[config.mk]
export PLATFORM = sky130hd
export DESIGN_NAME = brlite_local_ni
export DESIGN_NICKNAME = d
export VERILOG_FILES = /design/src/rtl/brlite_local_ni.sv
export SDC_FILE = /design/constraint.sdc
export NUM_CORES = 1
export LEC_CHECK = 0
export CAP_MARGIN = 30
export CORE_UTILIZATION = 50
export CTS_CLUSTER_SIZE = 40
export DETAILED_ROUTE_END_ITERATION = 10
export PLACE_DENSITY = 0.8
export RECOVER_POWER = 100
export SYNTH_ARGS = -nofsm -noshare
export SYNTH_HDL_FRONTEND = slang
export SYNTH_SLANG_ARGS = --single-unit
[constraint.sdc]
create_clock -name clk_i -period 2.9 [get_ports clk_i]
set_clock_uncertainty 0.2 [all_clocks]
set_input_delay 0.58 -clock clk_i [delete_from_list [all_inputs] [get_ports clk_i]]
set_output_delay 0.58 -clock clk_i [all_outputs]
set_load 0.02 [all_outputs]
[src/rtl/brlite_local_ni.sv]
// PE-side network interface for the BrLite router LOCAL port. A TX FSM injects
// PE flits through the router's req/ack handshake, and an RX FIFO buffers delivered flits for the PE.
package brlite_local_ni_pkg;
  typedef logic [15:0] br_data_t;
endpackage

module brlite_local_ni
  import brlite_local_ni_pkg::*;
#(
  parameter int RX_DEPTH = 4,
  parameter int CNT_W    = 16
) (
  input  logic                        clk_i,
  input  logic                        rst_i,
  input  br_data_t                    pe_tx_data_i,
  input  logic                        pe_tx_valid_i,
  output logic                        pe_tx_ready_o,
  output br_data_t                    noc_flit_o,
  output logic                        noc_req_o,
  input  logic                        noc_ack_i,
  input  logic                        noc_busy_i,
  input  br_data_t                    noc_flit_i,
  input  logic                        noc_req_i,
  output logic                        noc_ack_o,
  output br_data_t                    pe_rx_data_o,
  output logic                        pe_rx_valid_o,
  input  logic                        pe_rx_ready_i,
  output logic [$clog2(RX_DEPTH):0]   rx_level_o,
  output logic [CNT_W-1:0]            tx_cnt_o,
  output logic [CNT_W-1:0]            rx_cnt_o,
  output logic [1:0]                  tx_state_o
);

  localparam int PTR_W = $clog2(RX_DEPTH);
  localparam int LVL_W = PTR_W + 1;

  // Handshakes: a PE-side transfer happens on a rising edge where valid and
  // ready are both high; a NoC-side transfer on an edge where req and ack are
  // both high. The offering side holds data stable until that edge.

  typedef enum logic [1:0] {
    TX_IDLE = 2'd0,
    TX_WAIT = 2'd1,
    TX_SEND = 2'd2
  } tx_state_t;

  tx_state_t tx_state;
  tx_state_t tx_next;
  br_data_t  tx_reg;

  assign noc_flit_o = tx_reg;
  assign tx_state_o = tx_state;

  always_comb begin
    tx_next = tx_state;
    case (tx_state)
      TX_IDLE: if (pe_tx_valid_i && pe_tx_ready_o) tx_next = TX_WAIT;
      TX_WAIT: if (!noc_busy_i) tx_next = TX_SEND;
      // Busy is deliberately ignored here: once req is up it holds until ack.
      TX_SEND: if (noc_req_o && noc_ack_i) tx_next = TX_IDLE;
      default: tx_next = TX_IDLE;
    endcase
  end

  always_ff @(posedge clk_i or posedge rst_i) begin
    if (rst_i) begin
      tx_state      <= TX_IDLE;
      pe_tx_ready_o <= 1'b0;
      noc_req_o     <= 1'b0;
      tx_reg        <= '0;
      tx_cnt_o      <= '0;
    end else begin
      tx_state      <= tx_next;
      pe_tx_ready_o <= (tx_next == TX_IDLE);
      noc_req_o     <= (tx_next == TX_SEND);
      if (tx_state == TX_IDLE && pe_tx_valid_i && pe_tx_ready_o) tx_reg <= pe_tx_data_i;
      if (noc_req_o && noc_ack_i) tx_cnt_o <= tx_cnt_o + CNT_W'(1);
    end
  end

  br_data_t         rx_mem [RX_DEPTH];
  logic [PTR_W-1:0] rx_wr_ptr;
  logic [PTR_W-1:0] rx_rd_ptr;
  logic             rx_full;
  logic             rx_push;
  logic             rx_pop;

  // Ack is a function of registered level only, never of pe_rx_ready_i.
  assign rx_full       = (rx_level_o == LVL_W'(RX_DEPTH));
  assign noc_ack_o     = !rx_full && !rst_i;
  assign pe_rx_valid_o = (rx_level_o != '0);
  assign pe_rx_data_o  = rx_mem[rx_rd_ptr];
  assign rx_push       = noc_req_i && noc_ack_o;
  assign rx_pop        = pe_rx_valid_o && pe_rx_ready_i;

  always_ff @(posedge clk_i) begin
    if (rx_push) rx_mem[rx_wr_ptr] <= noc_flit_i;
  end

  always_ff @(posedge clk_i or posedge rst_i) begin
    if (rst_i) begin
      rx_wr_ptr  <= '0;
      rx_rd_ptr  <= '0;
      rx_level_o <= '0;
      rx_cnt_o   <= '0;
    end else begin
      if (rx_push) begin
        rx_wr_ptr <= rx_wr_ptr + PTR_W'(1);
        rx_cnt_o  <= rx_cnt_o + CNT_W'(1);
      end
      if (rx_pop) rx_rd_ptr <= rx_rd_ptr + PTR_W'(1);
      case ({rx_push, rx_pop})
        2'b10:   rx_level_o <= rx_level_o + LVL_W'(1);
        2'b01:   rx_level_o <= rx_level_o - LVL_W'(1);
        default: rx_level_o <= rx_level_o;
      endcase
    end
  end

endmodule

==> results by group, run 1 <==
Outcome
  • Status: finished clean

Worst setup path
  • Crit-path slowest cell: mux4_2
  • CP peak stage delay: 0.53 ns
  • Worst setup EP type: output port
  • Cell Chain, Critical Path: buf_12 > mux4_2 > dlygate4sd2_1
  • FF-to-FF End: rx_mem[2][6]
  • R2r setup slk: 0.50 ns
  • Critical Path RT: 2.12 ns
  • Launching point of the worst reg2reg path: rx_level_o[2]
  • CP max FO: 16
  • Reg2Reg Depth: 5
  • Worst Setup Start Kind: flop
  • Critical path class: flop to output port
  • Worst Path Arrival: 2.01 ns

CTS
  • Setup bufs post-CTS: 0
  • Sinks on Clock Net: 123
  • Htree depth: 4
  • Worst skew pair latency: 0.50 ns
  • Clock root cell: clkbuf_8
  • CTS tree: yes
  • CTS Buf Count: 17
  • Clock Tree Buf Depth: 2
  • Post-cts hold buffer count: 0
  • Clock Pin Slew Worst Setup and Hold Paths: 0.06 ns

Global route
  • Vias in the first global route: 3024
  • First-pass GRT wire length: 15400 um
  • Initial antenna violation count: 0
  • Largest net degree at the start of global routing: 49
  • Grt ovf: 0
  • GRT Overall Usage: 20.5%

Yosys
  • Distinct cells, synth: 38
  • EDFF count, synth: 64
  • Warnings from Yosys: 0
  • Sequential fraction of the synthesis area: 68.8%
  • #FFs+latches synth: 123
  • Syn_area_per_cell: 17.0 sq um
  • Top_reg_cell synth: edfxtp_1
  • Cell Area, Synth: 4940 sq um
  • Cells after synthesis: 290
  • Asr flop ratio synth: 48.0%
  • Post-synth top area cell: edfxtp_1
  • Mapped Nets: 337
  • Area contributors post-synth: edfxtp_1 (39%), dfrtp_1 (30%), mux4_2 (7.3%), mux2_2 (3.9%), xnor2_1 (3.7%)
  • Top cell type's share of synthesized area: 38.9%

Layout
  • Inserted Diodes: 0
  • Layout area overhead: 36.0%
  • Final nets: 469
  • Multi-input gate area: 1400 sq um
  • # fillers: 650
  • Sequential cell area: 3400 sq um
  • Commonest non-fill, non-tap cells in the layout: dlygate4sd3_1 (74), edfxtp_1 (64), dfrtp_1 (59), xnor2_1 (21), clkdlybuf4s50_1 (21)
  • Share of post-route cells with drive strength above 1: 17.0%
  • Most common cell after layout, fill and taps aside: dlygate4sd3_1

STA
  • Setup TNS: 0 ns
  • Final Hold Viols: 0
  • Min Clock Period, post-route: 2.79 ns
  • Crit share post-route: 96.2%
  • Max Clk Rate: 358 MHz
  • RSZ-0062 raised after global routing: no
  • Hold slack: 0.266 ns
  • Least-Margin Pin Slew: 1.19 ns
  • Final slew viol count: 0
  • Max transition margin: 20.9%
  • Count of final setup violators: 0

Detailed routing
  • Post-DR wirelength/cell: 16.9 um
  • First-pass DRT Iterations: 4
  • Initial DRC Count: 93
  • Final ANT Viol Nets: 0
  • DRC: 0
  • Routed vias/inst: 5.12
  • Total routed wirelength: 9550 um
  • Via count: 2890

Worst hold path
  • Worst min path class: flop to flop
  • WHS Endpoint: tx_cnt_o[15]
  • Hold wc startpoint: tx_cnt_o[15]
  • Hold Path Depth: 1

Pwr
  • Maximum VDD drop: 0.576 mV
  • Pleak: 0.00276 uW
  • Power per cell area: 980 nW/um^2

Floorplanning
  • Core area: 9420 sq um
  • Initial core utilization: 52.4%
  • # IOs: 112
  • Die Span Y: 101 um
  • Std-Cell Rows: 35
  • Die X-Extent: 101 um
  • Die area: 10300 sq um

Placed design
  • PortBufs: 111
  • RD Place Congestion: 0.765
  • Post-detail-place hpwl: 6210 um

Flow run
  • Number of max-cap violations: 0
==> cells in the mapped netlist, drive strengths merged (2+ instances only) <==
cell type / number
and2: 6
dfrtp: 59
and3: 7
o21ai: 3
nand3: 14
mux2: 18
nor4: 3
nor3: 4
buf: 6
inv: 10
xnor2: 21
nor2: 10
edfxtp: 64
nand2: 9
nand2b: 2
nand3b: 2
ha: 7
mux4: 16
xor2: 15
nand4: 5
==> state kept, by name (all words and copies together) (netlist names) <==
name / cells
rx_cnt_o: 16
noc_flit_o: 16
noc_req_o: 1
tx_state_o: 2
tx_cnt_o: 16
rx_wr_ptr: 2
pe_tx_ready_o: 1
rx_level_o: 3
rx_mem: 64
rx_rd_ptr: 2
==> power breakdown <==
group / total, uW / internal, uW / switching [uW]
clock: 1970 / 1220 / 746
combinational: 2160 / 1020 / 1130
sequential: 2460 / 2210 / 246
total: 6580 / 4450 / 2130
==> layout make-up <==
class | instances | area share [%]
Multi-Input combinational cell | 150 | 20.9
Inverter | 10 | 0.559
Clock inverter | 14 | 2.14
Timing Repair Buffer | 120 | 17.1
Sequential cell | 123 | 50.6
Clock buffer | 18 | 6.22
Tap cell | 129 | 2.40
==> how the worst max path moves through the flow <==
stage | start | to | cells past startpoint | slack (ns)
2_1_floorplan | rx_level_o[0] | rx_level_o[2] | 10 | 0.46
3_3_place_gp | rst_i | rx_level_o[2] | 10 | 0.21
3_5_place_dp | rst_i | rx_level_o[2] | 10 | 0.14
4_1_cts | rx_rd_ptr[0] | pe_rx_data_o[8] | 3 | 0.07
5_1_grt | rx_rd_ptr[0] | pe_rx_data_o[8] | 3 | 0.03
6_report | rx_rd_ptr[0] | pe_rx_data_o[7] | 3 | 0.11
==> repair_timing <==
item | CTS | global route
pin swaps | 0 | 1
setup endpoints to repair | 16 | 1
gates resized for setup | 16 | 0
cloned | 0 | 0
==> per-stage QoR <==
stage          worst slack [ns]  std cells  instance area, sq um  utilization (%)  power (uW)
2_1_floorplan             0.458        290                  4940                -        3820
5_1_grt                  0.0302        564                  6710             71.3        6920
3_3_place_gp              0.207        532                  6260             66.5        4820
4_1_cts                  0.0661        564                  6800             72.3        6800
3_5_place_dp              0.141        532                  6260             66.5        4890
6_report                  0.110        564                  6710             71.3        6580
==> worst max-delay path: cells and delay by family, from the launching register on <==
kind / cells / cell delay [ns]
flops: 1 / 0.42
buf+inv: 2 / 0.55
mux: 1 / 0.53
==> cell families after synthesis <==
logic type	Yosys count	share of synthesized area (%)
simple gates	67	8.95
compound gates	4	0.456
flops	123	68.8
xor+xnor	36	6.39
buf+inv	17	1.60
mux	35	11.6
fa+ha+maj	8	2.18
==> layer usage <==
metal | up-vias | GRT usage, % | share of wire [%]
met5 | - | 0 | 0
met4 | 0 | 7.25 | 1.0
met3 | 11 | 9.59 | 8.8
met2 | 112 | 32.0 | 48
met1 | 1438 | 25.2 | 42
li1 | 1329 | - | -
Note: power is estimated with default switching activity, not from simulation.
==> run 2: changes to the inputs <==
--- a/config.mk
+++ b/config.mk
@@ -6,11 +6,12 @@
 export NUM_CORES = 1
 export LEC_CHECK = 0
 export CAP_MARGIN = 30
-export CORE_UTILIZATION = 50
-export CTS_CLUSTER_SIZE = 40
+export CORE_UTILIZATION = 52
+export CTS_CLUSTER_SIZE = 14
 export DETAILED_ROUTE_END_ITERATION = 10
-export PLACE_DENSITY = 0.8
+export PLACE_DENSITY = 0.82
 export RECOVER_POWER = 100
+export REMOVE_ABC_BUFFERS = 1
 export SYNTH_ARGS = -nofsm -noshare
 export SYNTH_HDL_FRONTEND = slang
 export SYNTH_SLANG_ARGS = --single-unit
==> constraint.sdc (replaced) <==
create_clock -name clk_i -period 3.5 [get_ports clk_i]
set_clock_uncertainty 0.2 [all_clocks]
set_input_delay 0.7 -clock clk_i [delete_from_list [all_inputs] [get_ports clk_i]]
set_output_delay 0.7 -clock clk_i [all_outputs]
set_load 0.02 [all_outputs]
==> results by group, run 2 (synthesis gave the netlist of run 1 again) <==
Placed design
  • PortBufs: 111 (unchanged)
  • Post-detail-place hpwl: 6310 um (+1.7%)
  • RD Place Congestion: 0.810 (+5.8%)
  • Setup WS pre-CTS: 0.647 ns (+0.506 ns)

Worst hold path
  • WHS Endpoint: tx_cnt_o[15]
  • Worst min path class: flop to flop
  • Hold Path Depth: 1 (unchanged)
  • Hold wc startpoint: tx_cnt_o[15]

Floorplanning
  • Initial core utilization: 53.4% (+0.99 points)
  • Core area: 9240 sq um (-1.9%)
  • Die X-Extent: 99.4 um (-1.9%)
  • Die Span Y: 99.4 um (-1.9%)
  • # IOs: 112 (unchanged)
  • Std-Cell Rows: 35 (unchanged)
  • Die area: 9890 sq um (-3.8%)

Worst setup path
  • Critical Path RT: 2.60 ns (+0.48 ns)
  • Reg2Reg Depth: 2 (-3)
  • Critical path class: flop to output port
  • R2r setup slk: 0.66 ns (+0.16 ns)
  • CP max FO: 16 (unchanged)
  • Launching point of the worst reg2reg path: tx_state_o[1]
  • Worst Path Arrival: 2.37 ns (+0.36 ns)
  • Worst setup EP type: output port
  • FF-to-FF End: noc_flit_o[4]
  • Worst Setup Start Kind: flop

CTS
  • Cts repair resizes: 0 (-16)
  • Clock root cell: clkbuf_8
  • Sinks on Clock Net: 123 (unchanged)
  • CTS Buf Count: 17 (unchanged)
  • Post-cts hold buffer count: 0 (unchanged)
  • Worst skew pair latency: 0.50 ns (about the same)
  • CTS tree: yes
  • Htree depth: 4 (unchanged)
  • Clock Tree Buf Depth: 2 (unchanged)
  • Clock Pin Slew Worst Setup and Hold Paths: 0.06 ns (about the same)
  • Setup bufs post-CTS: 0 (unchanged)

Pwr
  • Pleak: 0.00272 uW (-1.6%)
  • Power per cell area: 817 nW/um^2 (-17%)
  • Maximum VDD drop: 0.528 mV (-8.4%)

STA
  • Final setup margin: 0.227 ns (+0.117 ns)
  • Final Hold Viols: 0 (unchanged)
  • Setup TNS: 0 ns (unchanged)
  • Max Clk Rate: 306 MHz
  • Final slew viol count: 19 (+19)
  • Max transition margin: -42.6% (-64 points)
  • RSZ-0062 raised after global routing: no
  • Least-Margin Pin Slew: 2.12 ns (+0.936 ns)
  • Min Clock Period, post-route: 3.27 ns
  • Count of final setup violators: 0 (unchanged)
  • Crit share post-route: 93.5%

Layout
  • Largest Register: rx_mem
  • Layout area overhead: 35.9% (about the same)
  • Inserted Diodes: 0 (unchanged)
  • Share of post-route cells with drive strength above 1: 15.9% (-1.1 points)
  • Most common cell after layout, fill and taps aside: dlygate4sd3_1
  • # fillers: 625 (-3.8%)
  • Largest register FFs: 64 (unchanged)
  • Commonest non-fill, non-tap cells in the layout: dlygate4sd3_1 (76), edfxtp_1 (64), dfrtp_1 (59), clkdlybuf4s50_1 (35), xnor2_1 (21)
  • Final nets: 469 (unchanged)

Detailed routing
  • DRC: 0 (unchanged)
  • Initial DRC Count: 117 (+26%)
  • Total routed wirelength: 9190 um (-3.8%)
  • Final ANT Viol Nets: 0 (unchanged)
  • Via count: 2881 (-0.31%)
  • First-pass DRT Iterations: 4 (unchanged)
  • Routed vias/inst: 5.11 (-0.31%)
  • Post-DR wirelength/cell: 16.3 um (-3.8%)

Global route
  • Vias in the first global route: 3128 (+3.4%)
  • First-pass GRT wire length: 15300 um (-0.49%)
  • GRT Overall Usage: 20.7% (+0.17 points)
  • Grt ovf: 0 (unchanged)
  • Largest net degree at the start of global routing: 36 (-27%)
  • Initial antenna violation count: 0 (unchanged)

Flow run
  • Number of max-cap violations: 1 (+1)

Outcome
  • Failing checks: max-capacitance violations, max-slew violations
  • Status: complete, but fails checks
-- run 2: cell count changes in the layout (fill, tap and decap cells not counted), moves of 2 or more --
cell,change
dlygate4sd3_1,+2
dlygate4sd2_1,-16
clkbuf_2,-4
inv_6,-2
clkdlybuf4s50_1,+14
clkinv_4,+2
clkbuf_1,+4
-- run 2: cell type report --
cell class	instances	area, sq um	share of cell area, %
clock inverter	14	148	2.20
inverter	10	37.5	0.559
multi-input combinational	150	1390	20.8
clock buffer	18	418	6.23
timing repair buffer	120	1150	17.2
tap	129	161	2.41
sequential	123	3400	50.6
-- run 2: stage by stage --
stage                     area [sq um]  hold WS (ns)  power [uW]  util [%]  std cells
after global routing              6710         0.300        5770      72.6        564
after global placement            6240         0.262        3970      67.5        532
after floorplan                   4900         0.362        3130         -        283
final                             6710         0.268        5480      72.6        564
after detailed placement          6240         0.271        4010      67.5        532
after CTS                         6800         0.277        5660      73.6        564
-- run 2: worst max-delay path by stage --
stage,from,end,slack [ns]
2_1_floorplan,rx_rd_ptr[0],pe_rx_data_o[0],1.05
3_3_place_gp,rst_i,rx_level_o[2],0.70
3_5_place_dp,rst_i,rx_level_o[2],0.65
4_1_cts,rx_rd_ptr[0],pe_rx_data_o[13],0.22
5_1_grt,rx_rd_ptr[0],pe_rx_data_o[0],0.1
6_report,rx_rd_ptr[0],pe_rx_data_o[13],0.23
-- run 2: power breakdown --
part / internal (uW) / switching, uW / total (uW)
clock network: 1010 / 617 / 1630
logic: 901 / 922 / 1820
registers: 1830 / 199 / 2030
-- run 2: worst max-delay path, stage by stage (launching register included) --
cell and delay (ns):
dfrtp_1 0.37, clkbuf_4 0.37, mux4_2 0.57, clkdlybuf4s50_1 0.56
-- run 2: metal layers --
layer  wire length, um  vias up  global-route usage [%]
li1                  -     1332                       -
met1              3890     1451                    25.4
met2              4530       96                    33.7
met3               738        2                    9.42
met4                25        0                    4.75
met5                 0        -                       0
==> variant 1 (config.mk and constraints of run 1) <==
Register the output `tx_cnt_o` once more, with the module's reset; this adds one clock of latency there. The other outputs are not delayed to match.
--- a/src/rtl/brlite_local_ni.sv
+++ b/src/rtl/brlite_local_ni.sv
@@ -44,6 +44,8 @@
     TX_SEND = 2'd2
   } tx_state_t;
 
+  logic [CNT_W-1:0] tx_cnt_s0;
+
   tx_state_t tx_state;
   tx_state_t tx_next;
   br_data_t  tx_reg;
@@ -68,13 +70,13 @@
       pe_tx_ready_o <= 1'b0;
       noc_req_o     <= 1'b0;
       tx_reg        <= '0;
-      tx_cnt_o      <= '0;
+      tx_cnt_s0     <= '0;
     end else begin
       tx_state      <= tx_next;
       pe_tx_ready_o <= (tx_next == TX_IDLE);
       noc_req_o     <= (tx_next == TX_SEND);
       if (tx_state == TX_IDLE && pe_tx_valid_i && pe_tx_ready_o) tx_reg <= pe_tx_data_i;
-      if (noc_req_o && noc_ack_i) tx_cnt_o <= tx_cnt_o + CNT_W'(1);
+      if (noc_req_o && noc_ack_i) tx_cnt_s0 <= tx_cnt_s0 + CNT_W'(1);
     end
   end
 
@@ -117,5 +119,13 @@
     end
   end
 
+  always_ff @(posedge clk_i or posedge rst_i) begin
+    if (rst_i) begin
+      tx_cnt_o <= '0;
+    end else begin
+      tx_cnt_o <= tx_cnt_s0;
+    end
+  end
+
 endmodule
 
Function: changed (Yosys sat finds a counterexample within 10 cycles, from zero or initial values and one cycle with rst_i high).
==> variant 1 against run 1 <==
  * Area after synthesis increased by 8.6%
  * Sequential cell count increased by 16
  * Highest routed layer unchanged
  * Total power increased by 5.3%
  * Design area increased by 6.4%
  * Setup slack about the same
  * Fmax about the same
  * Largest cell class unchanged
  * Largest power group unchanged
  * Critical path type unchanged
  * Sequential share of layout area increased by 2.5 points
  * Wire length increased by 1.6%
==> variant 1: results (changes against run 1) <==
[place]
dpl_worst_slack_ps=221  ; +79.5 ps
placed_cell_count=555  ; +4.3%
port_buffers=111  ; unchanged
postPlaceCellArea_mm2=0.00670  ; +7.0%
detailed_place_hpwl_um=6440  ; +3.8%
routabilityCongestion=0.727  ; -5.0%

[worst_setup_path]
worst_path_largest_cell_delay_ps=530  ; about the same
crit_arrival_ps=2010  ; about the same
timing.reg2reg.worst_path_depth=3  ; -2
critical_path_peak_fanout=16  ; unchanged
crit_family=buffers and inverters
timing.rr.end=noc_flit_o[12]
r2r_slack_ps=430  ; -70 ps
slowest_cell_on_the_critical_path=sky130_fd_sc_hd__mux4_2
worst_r2r_startpoint=tx_state_o[1]

[final_layout]
fraction_of_final_layout_cells_sized_beyond_drive_strength_1_pct=14.4  ; -2.6 points
antenna_cells_inserted=0  ; unchanged
largest_register_ffs=64  ; unchanged
max_flop_register=rx_mem
fin_nets=485  ; +3.4%

[cts]
cts_root_buffer=sky130_fd_sc_hd__clkbuf_8
clockBufferDepth=2  ; unchanged
ctsHtreeMaxLevel=4  ; unchanged
clk-insertion-delay-late_ps=500  ; about the same
post-cts-setup-buffers=0  ; unchanged

[routing]
num_vias=2977  ; +3.0%
routed_wire_length_per_instance_um=16.5  ; -2.4%
viasPerCell=5.07  ; -1.0%
drt_iter0_drc=110  ; +18%

[timing]
slew_headroom_pct=16.2  ; -4.7 points
fin_hold_ws_ps=214  ; -52.6 ps

[power_and_ir_drop]
power.ir.vdd_worst_mv=0.541  ; -6.1%
leakage_nw=2.97  ; +7.6%

[grt]
globalRouteTotalUtil_pct=19.3  ; -1.2 points
via_count_of_the_first_global_routing_pass=3265  ; +8.0%
grt_antenna_before_repair=0  ; unchanged
grt_first_pass_wirelength_um=16100  ; +5.0%
grt_max_degree=40  ; -18%

[job]
max_cap_viol_count=0  ; unchanged

[synth]
post_synth_main_area_contributors=sky130_fd_sc_hd__edfxtp_1, sky130_fd_sc_hd__dfrtp_1, sky130_fd_sc_hd__mux4_2
async_sr_flop_fraction_pct=54.0  ; +6.0 points
synthDistinctLibCells=38  ; unchanged
synthesis.yosys.warnings=0  ; unchanged
synthTopCellsByCount=sky130_fd_sc_hd__dfrtp_1, sky130_fd_sc_hd__edfxtp_1, sky130_fd_sc_hd__xnor2_1, sky130_fd_sc_hd__mux4_2, sky130_fd_sc_hd__nand2_1
synth-seq-area-share_pct=70.8  ; +2.0 points
syn_nets=351  ; +4.2%
syn-mean-instance-area_um2=17.6  ; +3.6%
synth-main-ff-cell=sky130_fd_sc_hd__dfrtp_1
synth_largest_type_area_fraction_pct=35.8  ; -3.1 points

[worst_hold_path]
min_delay_path_depth=0  ; -1
min_from=tx_cnt_s0[15]
timing.hold.worst_endpoint=tx_cnt_o[15]
hp-class=reg -> reg

[status]
status=finished, final reports clean

variant 1: worst max path at each step:
stage	slack, ps	startpoint	endpoint
3_3_place_gp	320	rst_i	noc_ack_o
6_report	110	rx_rd_ptr[0]	pe_rx_data_o[13]
4_1_cts	80	rx_rd_ptr[0]	pe_rx_data_o[10]
5_1_grt	30	rx_rd_ptr[0]	pe_rx_data_o[10]
2_1_floorplan	210	rst_i	noc_flit_o[0]
3_5_place_dp	220	noc_req_i	rx_level_o[2]
variant 1: cell families (layout without fill, tap and decap cells):
kind of cell	count (synthesis)	after routing	synth area share [%]
DFF	139	139	70.8
buffers and inverters	15	162	1.47
and+or+nand+nor	67	67	8.72
AOI/OAI and AO/OA	4	4	0.420
xor gates and xnor gates	36	36	5.88
adders and majority gates	8	8	2.01
muxes	35	35	10.7
variant 1: repair_timing:
action                                 4_1_cts  5_1_grt
gates resized for setup                     16        0
endpoints found under the hold margin        0        0
setup endpoints to repair                   16        0
variant 1: cell type report:
class                      count  area, µm²
clock buffer                  18        418
tap                          136        170
sequential                   139       3800
timing repair buffer         121       1160
fill                         734       3220
inverter                       9       33.8
multi-input combinational    150       1400
clock inverter                14        169
variant 1: where the power goes:
part	switching [mW]	internal, mW
Sequential	0.259	2.46
Combinational	1.10	1.00
Clock	0.792	1.32
variant 1: per-layer routing:
metal	share of wire, %	global-route usage (%)
met5	0	0
met4	0.48	4.46
met3	6.4	6.86
met2	52	33.2
met1	42	23.4
==> variant 2 (config.mk and constraints of run 1) <==
Without the edit above. The parameter `CNT_W` goes from 16 to 20.
--- a/src/rtl/brlite_local_ni.sv
+++ b/src/rtl/brlite_local_ni.sv
@@ -8,7 +8,7 @@
   import brlite_local_ni_pkg::*;
 #(
   parameter int RX_DEPTH = 4,
-  parameter int CNT_W    = 16
+  parameter int CNT_W    = 20
 ) (
   input  logic                        clk_i,
   input  logic                        rst_i,
Ports: changed (resized rx_cnt_o and tx_cnt_o); port bits go from 112 to 120. The function was not compared with the original's and may differ.
==> variant 2 against run 1 <==
  * Non-clock buffer count increased by 9
  * Area after synthesis rose by 6.8%
  * Total power up 4.5%
  * Wire length rose by 2.1%
  * Largest power group unchanged
  * Sequential cell count is 8 higher
  * Design area up 7.1%
  * Hold slack worse by 1.5 ps
  * Setup slack worse by 1.4 ps
==> variant 2: results (changes against run 1) <==
[synth]
async_sr_flop_fraction_pct=51.1  ; +3.2 points
syn-instance-count=319  ; +10%
synth-seq-area-share_pct=68.2  ; -0.60 points
yosys.area_share.adder_pct=2.04  ; -0.14 points
synth_compound_area_share_pct=0.427  ; -0.029 points
post_synth_main_area_contributors=sky130_fd_sc_hd__edfxtp_1, sky130_fd_sc_hd__dfrtp_1, sky130_fd_sc_hd__mux4_2
synthTopCellsByCount=sky130_fd_sc_hd__dfrtp_1, sky130_fd_sc_hd__edfxtp_1, sky130_fd_sc_hd__xnor2_1, sky130_fd_sc_hd__mux2_2, sky130_fd_sc_hd__mux4_2
multiplexer_area_fraction_after_synthesis_pct=10.9  ; -0.74 points
synth-xor-area-share_pct=7.31  ; +0.92 points
syn_nets=366  ; +8.6%

[grt]
global_route.usage.met1_pct=23.8  ; -1.4 points
grtUsageMet3_pct=8.36  ; -1.2 points
globalRouteTotalUtil_pct=19.3  ; -1.2 points
global_route.usage.met2_pct=30.7  ; -1.2 points
grt_first_pass_wirelength_um=16000  ; +4.0%
grt_max_degree=41  ; -16%
via_count_of_the_first_global_routing_pass=3316  ; +9.7%

[power_and_ir_drop]
power.ir.vdd_worst_mv=0.587  ; +1.8%
leakage_nw=2.98  ; +7.8%

[routing]
drt_iter0_drc=129  ; +39%
wl_met3_um=643  ; -23%
viasPerCell=5.11  ; -0.34%

[timing]
worst-slew-pin-transition_ps=1090  ; -101 ps

[place]
detailed_place_hpwl_um=6580  ; +6.0%
postPlaceCellArea_mm2=0.00670  ; +7.0%
dpl_worst_slack_ps=273  ; +132 ps
port_buffers=119  ; +7.2%

[status]
status=finished, final reports clean

[final_layout]
fraction_of_final_layout_cells_sized_beyond_drive_strength_1_pct=15.0  ; -2.0 points
layoutNonFillerInstCount=609  ; +8.0%
fin_nets=507  ; +8.1%

variant 2: cell count changes in the layout (fill, tap and decap cells not counted), sizes merged, moves of 3 or more:
cell | before | now
and3 | 7 | 11
clkbuf | 25 | 28
clkinvlp | 4 | 1
dfrtp | 59 | 67
dlygate4sd3 | 74 | 84
inv | 13 | 9
nand2 | 9 | 15
nand4 | 5 | 12
xnor2 | 21 | 33
xor2 | 15 | 11
variant 2: cell families (layout without fill, tap and decap cells):
logic type / Yosys count / count (layout)
DFF: 131 / 131
and+or+nand+nor: 81 / 81
xor gates and xnor gates: 44 / 44
muxes: 35 / 35
buffers and inverters: 16 / 170
adders and majority gates: 8 / 8
AOI/OAI and AO/OA: 4 / 4
variant 2: final timing paths:
kind,from,endpoint,slack [ps],depth (start not counted)
hold / removal,tx_cnt_o[19],tx_cnt_o[19],260,1
setup / recovery,rx_rd_ptr[0],pe_rx_data_o[8],110,3
max in group asynchronous,rst_i,tx_cnt_o[11],1070,3
min in group asynchronous,rst_i,rx_cnt_o[8],660,2
setup reg to reg,rx_level_o[2],rx_mem[3][2],350,5
hold reg to reg,tx_cnt_o[19],tx_cnt_o[19],260,1
variant 2: what timing repair did:
action                                  4_1_cts  5_1_grt
hold buffers                                  0        0
endpoints found under the setup margin       16        0
resized for setup                            16        0
variant 2: power by group:
part	internal, mW	leakage, nW	total (mW)	switching [mW]
Clock	1.39	0.289	2.12	0.728
Sequential	2.33	1.44	2.58	0.253
Combinational	1.05	1.25	2.18	1.13
variant 2: cell type report:
cell class	instances	area (µm²)	area share (%)
Inverter	9	33.8	0.470
Clock inverter	11	161	2.25
Clock buffer	21	429	5.97
Tap cell	136	170	2.37
Timing Repair Buffer	129	1250	17.4
Multi-Input combinational cell	172	1550	21.5
Sequential cell	131	3600	50.1
